[src/rtl/mem_pkg.sv]
// Shared definitions for the sized data memory: RISC-V load/store size codes
// and the request-sequencing state type.
package mem_pkg;

    localparam logic [2:0] SIZE_B  = 3'b000;
    localparam logic [2:0] SIZE_H  = 3'b001;
    localparam logic [2:0] SIZE_W  = 3'b010;
    localparam logic [2:0] SIZE_BU = 3'b100;
    localparam logic [2:0] SIZE_HU = 3'b101;

    typedef enum logic [1:0] {
        ST_IDLE = 2'd0,
        ST_WAIT = 2'd1,
        ST_RESP = 2'd2
    } state_e;

endpackage

[src/rtl/mem_lane_format.sv]
// Byte-lane steering for one aligned 32-bit word: load extraction/extension,
// store lane mask and replicated write data, plus size/alignment error decode.
module mem_lane_format
    import mem_pkg::*;
(
    input  logic        we,
    input  logic [2:0]  size,
    input  logic [1:0]  addr_lo,
    input  logic [31:0] rd_word,
    input  logic [31:0] wdata,
    output logic        err,
    output logic [31:0] rdata,
    output logic [3:0]  wr_mask,
    output logic [31:0] wr_word
);

    logic [7:0]  ld_byte;
    logic [15:0] ld_half;
    logic [31:0] ld_ext;
    logic [3:0]  lane_mask;

    always_comb begin
        ld_byte   = rd_word[8*addr_lo +: 8];
        ld_half   = addr_lo[1] ? rd_word[31:16] : rd_word[15:0];
        err       = 1'b0;
        ld_ext    = 32'd0;
        lane_mask = 4'b0000;
        wr_word   = 32'd0;
        case (size)
            SIZE_B: begin
                ld_ext    = {{24{ld_byte[7]}}, ld_byte};
                lane_mask = 4'b0001 << addr_lo;
                wr_word   = {4{wdata[7:0]}};
            end
            SIZE_H: begin
                err       = addr_lo[0];
                ld_ext    = {{16{ld_half[15]}}, ld_half};
                lane_mask = addr_lo[1] ? 4'b1100 : 4'b0011;
                wr_word   = {2{wdata[15:0]}};
            end
            SIZE_W: begin
                err       = (addr_lo != 2'b00);
                ld_ext    = rd_word;
                lane_mask = 4'b1111;
                wr_word   = wdata;
            end
            // Unsigned sizes only make sense for loads
            SIZE_BU: begin
                err    = we;
                ld_ext = {24'd0, ld_byte};
            end
            SIZE_HU: begin
                err    = we | addr_lo[0];
                ld_ext = {16'd0, ld_half};
            end
            default: err = 1'b1;
        endcase
        rdata   = (err || we) ? 32'd0 : ld_ext;
        wr_mask = (err || !we) ? 4'b0000 : lane_mask;
    end

endmodule

[src/rtl/sized_data_memory.sv]
// Byte-addressed data memory with RISC-V sized loads/stores, a fixed access
// latency and a valid/ready request/response handshake.
//
//   state   | meaning
//   --------+-----------------------------------------------------------
//   ST_IDLE | ready for a request (req_ready=1)
//   ST_WAIT | request captured, latency counter running down to 0
//   ST_RESP | response held on resp_* until resp_ready
module sized_data_memory
    import mem_pkg::*;
#(
    parameter int DEPTH   = 256,
    parameter int ADDR_W  = 32,
    parameter int LATENCY = 2
) (
    input  logic              clk,
    input  logic              rst,
    input  logic              req_valid,
    output logic              req_ready,
    input  logic              req_we,
    input  logic [2:0]        req_size,
    input  logic [ADDR_W-1:0] req_addr,
    input  logic [31:0]       req_wdata,
    output logic              resp_valid,
    input  logic              resp_ready,
    output logic [31:0]       resp_rdata,
    output logic              resp_err
);

    localparam int AW = $clog2(DEPTH);
    localparam int CW = (LATENCY > 1) ? $clog2(LATENCY) : 1;

    state_e          state;
    logic [CW-1:0]   cnt;
    logic            r_we;
    logic [2:0]      r_size;
    logic [AW-1:0]   r_addr;
    logic [31:0]     r_wdata;

    logic [7:0]      mem [DEPTH];
    logic [AW-1:0]   base;
    logic [31:0]     rd_word;
    logic            access;
    logic            fmt_err;
    logic [31:0]     fmt_rdata;
    logic [3:0]      wr_mask;
    logic [31:0]     wr_word;
    logic            unused_addr;

    // Address bits above the memory size wrap around and are intentionally dropped
    assign unused_addr = ^req_addr[ADDR_W-1:AW];

    assign req_ready  = (state == ST_IDLE);
    assign resp_valid = (state == ST_RESP);
    assign access     = (state == ST_WAIT) && (cnt == '0);

    assign base    = r_addr & ~AW'(3);
    assign rd_word = {mem[base | AW'(3)], mem[base | AW'(2)],
                      mem[base | AW'(1)], mem[base]};

    mem_lane_format u_lane (
        .we      (r_we),
        .size    (r_size),
        .addr_lo (r_addr[1:0]),
        .rd_word (rd_word),
        .wdata   (r_wdata),
        .err     (fmt_err),
        .rdata   (fmt_rdata),
        .wr_mask (wr_mask),
        .wr_word (wr_word)
    );

    always_ff @(posedge clk or posedge rst) begin
        if (rst) begin
            state      <= ST_IDLE;
            cnt        <= '0;
            r_we       <= 1'b0;
            r_size     <= 3'd0;
            r_addr     <= '0;
            r_wdata    <= 32'd0;
            resp_rdata <= 32'd0;
            resp_err   <= 1'b0;
        end else begin
            case (state)
                ST_IDLE: begin
                    if (req_valid) begin
                        r_we    <= req_we;
                        r_size  <= req_size;
                        r_addr  <= req_addr[AW-1:0];
                        r_wdata <= req_wdata;
                        cnt     <= CW'(LATENCY - 1);
                        state   <= ST_WAIT;
                    end
                end
                ST_WAIT: begin
                    if (cnt == '0) begin
                        resp_rdata <= fmt_rdata;
                        resp_err   <= fmt_err;
                        state      <= ST_RESP;
                    end else begin
                        cnt <= cnt - 1'b1;
                    end
                end
                ST_RESP: begin
                    if (resp_ready) begin
                        resp_rdata <= 32'd0;
                        resp_err   <= 1'b0;
                        state      <= ST_IDLE;
                    end
                end
                default: state <= ST_IDLE;
            endcase
        end
    end

    // Storage is never reset; reset forces IDLE so a pending store cannot commit
    always_ff @(posedge clk) begin
        if (access) begin
            for (int i = 0; i < 4; i++) begin
                if (wr_mask[i]) mem[base | AW'(i)] <= wr_word[8*i +: 8];
            end
        end
    end

endmodule

[config.mk]
export PLATFORM = sky130hd
export DESIGN_NAME = sized_data_memory
export DESIGN_NICKNAME = d
export VERILOG_FILES = /design/src/rtl/mem_pkg.sv /design/src/rtl/mem_lane_format.sv /design/src/rtl/sized_data_memory.sv
export SDC_FILE = /design/constraint.sdc
export NUM_CORES = 2
export LEC_CHECK = 0
export ABC_AREA = 1
export ABC_CLOCK_PERIOD_IN_PS = 5700
export BUFFER_PORTS_ARGS = -buffer_cell sky130_fd_sc_hd__buf_2
export CAP_MARGIN = 40
export CORE_MARGIN = 2
export CORE_UTILIZATION = 35
export DETAILED_ROUTE_END_ITERATION = 10
export PLACE_DENSITY = 0.53
export SLEW_MARGIN = 5
export SYNTH_ARGS = -nofsm -noshare
export SYNTH_HDL_FRONTEND = slang
export SYNTH_SLANG_ARGS = --single-unit
[constraint.sdc]
create_clock -name clk -period 5.7 [get_ports clk]
set_input_delay 0.285 -clock clk [delete_from_list [all_inputs] [get_ports clk]]
set_output_delay 0.285 -clock clk [all_outputs]
set_load 0.05 [all_outputs]
Word-level counts from Yosys, hierarchy flattened
Memories as Yosys holds them, arrays and structs flattened. Index checks and enable logic that the tools add are counted. W data, S select, Z words.

Register bits: 80. Bits in latches: 0. Bits in writable memories: 2048. Memory bits (read-only): 0. Input port bits: 72. Word-level logic and storage cells: 69. Memories: 1.

Add/subtract/negate cells: 1. $mul: 0. Div/mod/pow operators: 0. Order comparisons: 0. Equal/unequal tests: 9. Shifts and indexed selects: 2. Muxes and demuxes: 33. Bitwise operators: 2. Reductions and logical operators: 13.

Memories: mem (words 256, width 8, rd ports 4, clocked after Yosys merged registers in 0, write ports 4, RTL line sized_data_memory.sv:40) `logic [7:0] mem [DEPTH];`.

Operators with widths (number): $pmux W32 S5 (1); $mux W32 (3); $pmux W32 S3 (1); $pmux W32 S2 (1); $shiftx A32 B6 Y8 (1); $mux W1 (16); $mux W16 (1); $pmux W4 S3 (1); $mux W4 (2); $eq A3 B3 Y1 const B (2); $mux W2 (3); $pmux W2 S3 (1); $reduce_and A3 Y1 (2); $reduce_bool A2 Y1 (3); $pmux W1 S5 (1); $ne A2 B2 Y1 const B (2); $pmux W1 S2 (2); $reduce_and A2 Y1 (2); $shl A1 B2 Y4 const A (1); $eq A3 B1 Y1 const B (1); $eq A3 B2 Y1 const B (1); $logic_not A3 Y1 (1); $eq A2 B1 Y1 const B (1); $eq A2 B2 Y1 const B (1); other kinds (8) (9).

Logic depth before layout (Yosys ltp)
Depth in word-level cells: 7. Gate-level depth with buffers: 21.

By module
Synthesis repeated with hierarchy kept, for this count alone.

Cell total of the unflattened synthesis: 9427. Area total of the unflattened synthesis: 93708.6 um^2.

Modules (own cells, without submodules): sized_data_memory (times used 1, cells an instance 9072, area an instance 92070.8 um^2, sequential area each 63500.9 um^2); mem_lane_format (times used 1, cells an instance 355, area an instance 1637.8 um^2, sequential area each 0.0 um^2).

Least setup slack after synthesis
OpenSTA, ideal clock, no wires.

Kind: register to register. From: register r_size[1]. To: memory mem[1][4] (netlist: mem[0][12]), data pin. Arrival time: 3.905 ns. Required time: 4.998 ns. Setup slack: 1.093 ns. Stages on the path, launching flop included: 8. Buffers on the path: 0. Clock period less this slack: 4.607 ns. Cells stage by stage: dfrtp_1 > nor2_1 > inv_1 > nor2_1 > inv_2 > nand2_1 > inv_1 > o21ai_0.

RTL lines: start, declared (RTL line sized_data_memory.sv:36) `logic [2:0] r_size;`; start signal, assigned (RTL line sized_data_memory.sv:88) `r_size <= req_size;`; end, declared (RTL line sized_data_memory.sv:40).

Worst setup path after layout
From: register r_addr[2]. To: register resp_rdata[6].

Cells in the longest elaborated chain, start to end: 6. Elaborated cells between the ends (all ways): 7. Classes of those cells: shift: 1; mux: 5; memory: 1.

RTL lines: start, declared (RTL line sized_data_memory.sv:37) `logic [AW-1:0] r_addr;`; start signal, assigned (RTL line sized_data_memory.sv:89) `r_addr <= req_addr[AW-1:0];`; $mem_v2 Z256 W8 (*); $shiftx A32 B6 Y8 or $mux W16 (tied branches) (RTL line mem_lane_format.sv:23, mem_lane_format.sv:24); $pmux W32 S5 (*) (RTL line mem_lane_format.sv:29) `case (size)`; $mux W32 (*) (RTL line mem_lane_format.sv:58) `rdata = (err || we) ? 32'd0 : ld_ext;`; $mux W32 (*) (RTL line sized_data_memory.sv:96) `if (cnt == '0) begin`; $pmux W32 S2 (*) (RTL line sized_data_memory.sv:84) `case (state)`; end signal, assigned (RTL line sized_data_memory.sv:97) `resp_rdata <= fmt_rdata;`; end, declared (RTL line sized_data_memory.sv:26) `output logic [31:0] resp_rdata,`.

Every way passes the cells marked *; elsewhere a longest branch is shown, timed or not. The select of a mux whose other input is x is not followed. A chain may end at the register's enable or synchronous reset.

==> results.yml <==
min_path:
  hold_depth: 4
  worstHoldStart: "req_wdata[5]"
  hp-class: "primary input to flip-flop"
  hold_path_end: "r_wdata[5]"
timing:
  max_freq_mhz: 208
  slew_violations: 0
  post-route-min-period_ns: 4.81
  setup_violations: 0
  hold_viol: 0
  min_period_over_period: 0.844
  tns_ns: 0
  max_slew_margin: 0.356
  rsz0062_at_grt: "no"
  worst_slack_ns: 0.891
  skew_ns: 0.0283
  tightest_slew_ns: 0.963
detailed_routing:
  drt_wl_total_mm: 278
  vias: 58400
  wire_per_inst_um: 24.0
  drc: 0
  first_iter_violations: 6892
  drt_pass1_iterations: 6
  viasPerCell: 5.06
  drtAntennaViolNets: 0
cells_and_area:
  syn_to_final_growth_pct: 15.4
  layout_commonest_cell: "nand2_1"
  multiInputGateArea_um2: 20900
  drive_gt1_frac: 0.102
  final_cell_area_um2: 100000
  final_cell_mix: "3410 x nand2_1, 2048 x edfxtp_1, 434 x a21oi_1, 429 x nor2_1, 291 x buf_4"
  fillers: 23300
  seq_area_um2: 63500
  nNetsFinal: 8094
  layoutNonFillerInstCount: 11500
pwr:
  power_density_nw_per_um2: 528
  ir_worst_vdd_mv: 0.411
  p_leak_nw: 37.8
place:
  pre_cts_ws_ns: 1.16
  gp_congestion: 0.867
  dp_hpwl_mm: 167
  port_buffers: 82
  dp_cells: 11100
  place_area_um2: 93100
critical_path:
  rrSetupSlack_ns: 0.89
  r2r-start: "r_addr[2]"
  worstSetupEndpointType: "flip-flop"
  cp.required_ns: 6.45
  crit_fanout: 51
  critPathLaunchType: "flip-flop"
  crit_type: "flip-flop to flip-flop"
  cp_data_arrival_time_ns: 5.56
  reg2reg_to: "resp_rdata[6]"
  ff2ff_path_depth: 15
grt:
  grt_pass1_wl_mm: 393
  met3_usage: 0.0429
  antenna_found_initial: 9
  overflow: 0
  met2_usage: 0.330
  grt_pass1_vias: 54000
  grt-busiest-layer: "met2"
  use_met1: 0.307
  grt_max_degree: 139
  track_usage: 0.216
cts:
  clock_latency_ns: 0.86
  cts_buffers: 219
  htree_levels: 4
  cts_tree: "built"
  clk_pin_slew_ns: 0.06
  postCtsSetupBuffers: 0
  cts_resized: 0
  cts_hold_repair.buffers: 52
  cts.sinks: 2128
  clockRootBuffer: "clkbuf_16"
  clk_path_buf_depth: 3
floorplanning:
  num_rows: 183
  die_width_um: 503
  floorplan.initialDensity: 0.351
  fp.coreArea_um2: 248000
  dieArea_um2: 253000
  pin_count: 107
  fp.dieH_um: 503
synth:
  synth.cell_area_um2: 87000
  synthCells: 7728
  synth_nets: 7803
  yosys_warnings: 0
  synth_cell_type_count: 35
  syn_area_per_cell_um2: 11.3
  seq_area_frac_synth: 0.730
  ys_ff_latch: 2128
job:
  maxCapViolCount: 0
run_status:
  status: "finished clean"
[report_power, final]
part	leakage [nW]	switching, mW	internal, mW
Combinational	14.7	14.6	4.07
Clock	3.33	6.07	7.76
Sequential	19.8	0.354	20.2
Total	37.8	21.0	32.0
[how the worst max path moves through the flow]
| stage | startpoint | end | slack [ns] | cells after the start |
|---|---|---|---|---|
| final | r_addr[2] | resp_rdata[6] | 0.89 | 15 |
| after global routing | r_addr[2] | resp_rdata[6] | 0.95 | 15 |
| after CTS | r_addr[2] | resp_rdata[6] | 1.15 | 15 |
| after detailed placement | r_addr[2] | resp_rdata[6] | 1.16 | 15 |
| after global placement | r_addr[2] | resp_rdata[6] | 1.20 | 15 |
| after floorplan | r_size[1] | mem[0][12] | 1.09 | 7 |
[cells in the mapped netlist (all sizes together)]
master,count,area share
o221ai,2,0.00020
o21a,51,0.0044
clkinv,3,0.00013
edfxtp,2048,0.71
a22oi,51,0.0044
inv,246,0.011
nand3b,32,0.0028
a31oi,1,0.000072
o21ai,245,0.014
clkbuf,117,0.0050
nor3,10,0.00058
nand3,87,0.0051
nand4,104,0.0076
or2,59,0.0042
nor2,439,0.019
ha,3,0.00043
dfrtp,80,0.023
o211ai,7,0.00060
buf,287,0.018
a21oi,434,0.025
o22ai,3,0.00022
nand2,3419,0.15
[cell families (layout without fill, tap and decap cells)]
| logic type | count (synthesis) | in the layout | synth area share |
|---|---|---|---|
| and+or+nand+nor | 4150 | 4150 | 0.187 |
| DFF | 2128 | 2128 | 0.730 |
| AOI/OAI and AO/OA | 794 | 794 | 0.0490 |
| buffers and inverters | 653 | 1122 | 0.0335 |
| adders and majority gates | 3 | 3 | 0.000432 |
| other | 0 | 16 | 0 |
[layout make-up]
class | count | area share
multi-input combinational | 4947 | 0.208
clock inverter | 124 | 0.0109
inverter | 249 | 0.00963
tap | 3330 | 0.0415
clock buffer | 275 | 0.0569
sequential | 2128 | 0.632
timing repair buffer | 474 | 0.0405
antenna | 16 | 0.000399
[state kept, by name, summed over array words and instances, names as in the netlist, 2 cells and up]
| register | flops |
|---|---|
| r_size | 3 |
| resp_rdata | 32 |
| mem | 2048 |
| state | 2 |
| r_addr | 8 |
| r_wdata | 32 |
[per-layer routing]
| metal | wire length [um] | share of wire | vias up |
|---|---|---|---|
| met5 | 126 | 0.00045 | - |
| met4 | 8880 | 0.032 | 4 |
| met3 | 23700 | 0.085 | 380 |
| met2 | 124000 | 0.45 | 2409 |
| met1 | 121000 | 0.44 | 28900 |
| li1 | - | - | 26700 |
[critical path, cell delays in order (launching register included)]
cell	delay [ns]
dfrtp_4	0.93
buf_4	0.68
nor2_4	0.24
buf_12	0.25
nand2_1	0.10
nand4_1	0.09
o21ai_0	0.67
nand2_1	0.30
nor2_1	0.37
nand2_1	0.40
nand2_1	0.23
nand2_1	0.07
inv_1	0.05
nand2_1	0.06
nand2_1	0.06
nand2_1	0.05
[per-stage QoR]
step / total power [mW] / hold slack (ns) / utilization
6_report: 53.0 / 0.162 / 0.405
5_1_grt: 55.1 / 0.154 / 0.405
4_1_cts: 53.0 / 0.113 / 0.405
3_5_place_dp: 39.2 / 0.360 / 0.375
3_3_place_gp: 38.8 / 0.349 / 0.373
2_1_floorplan: 31.0 / 0.395 / -
Power figures use the tool's default switching activity.
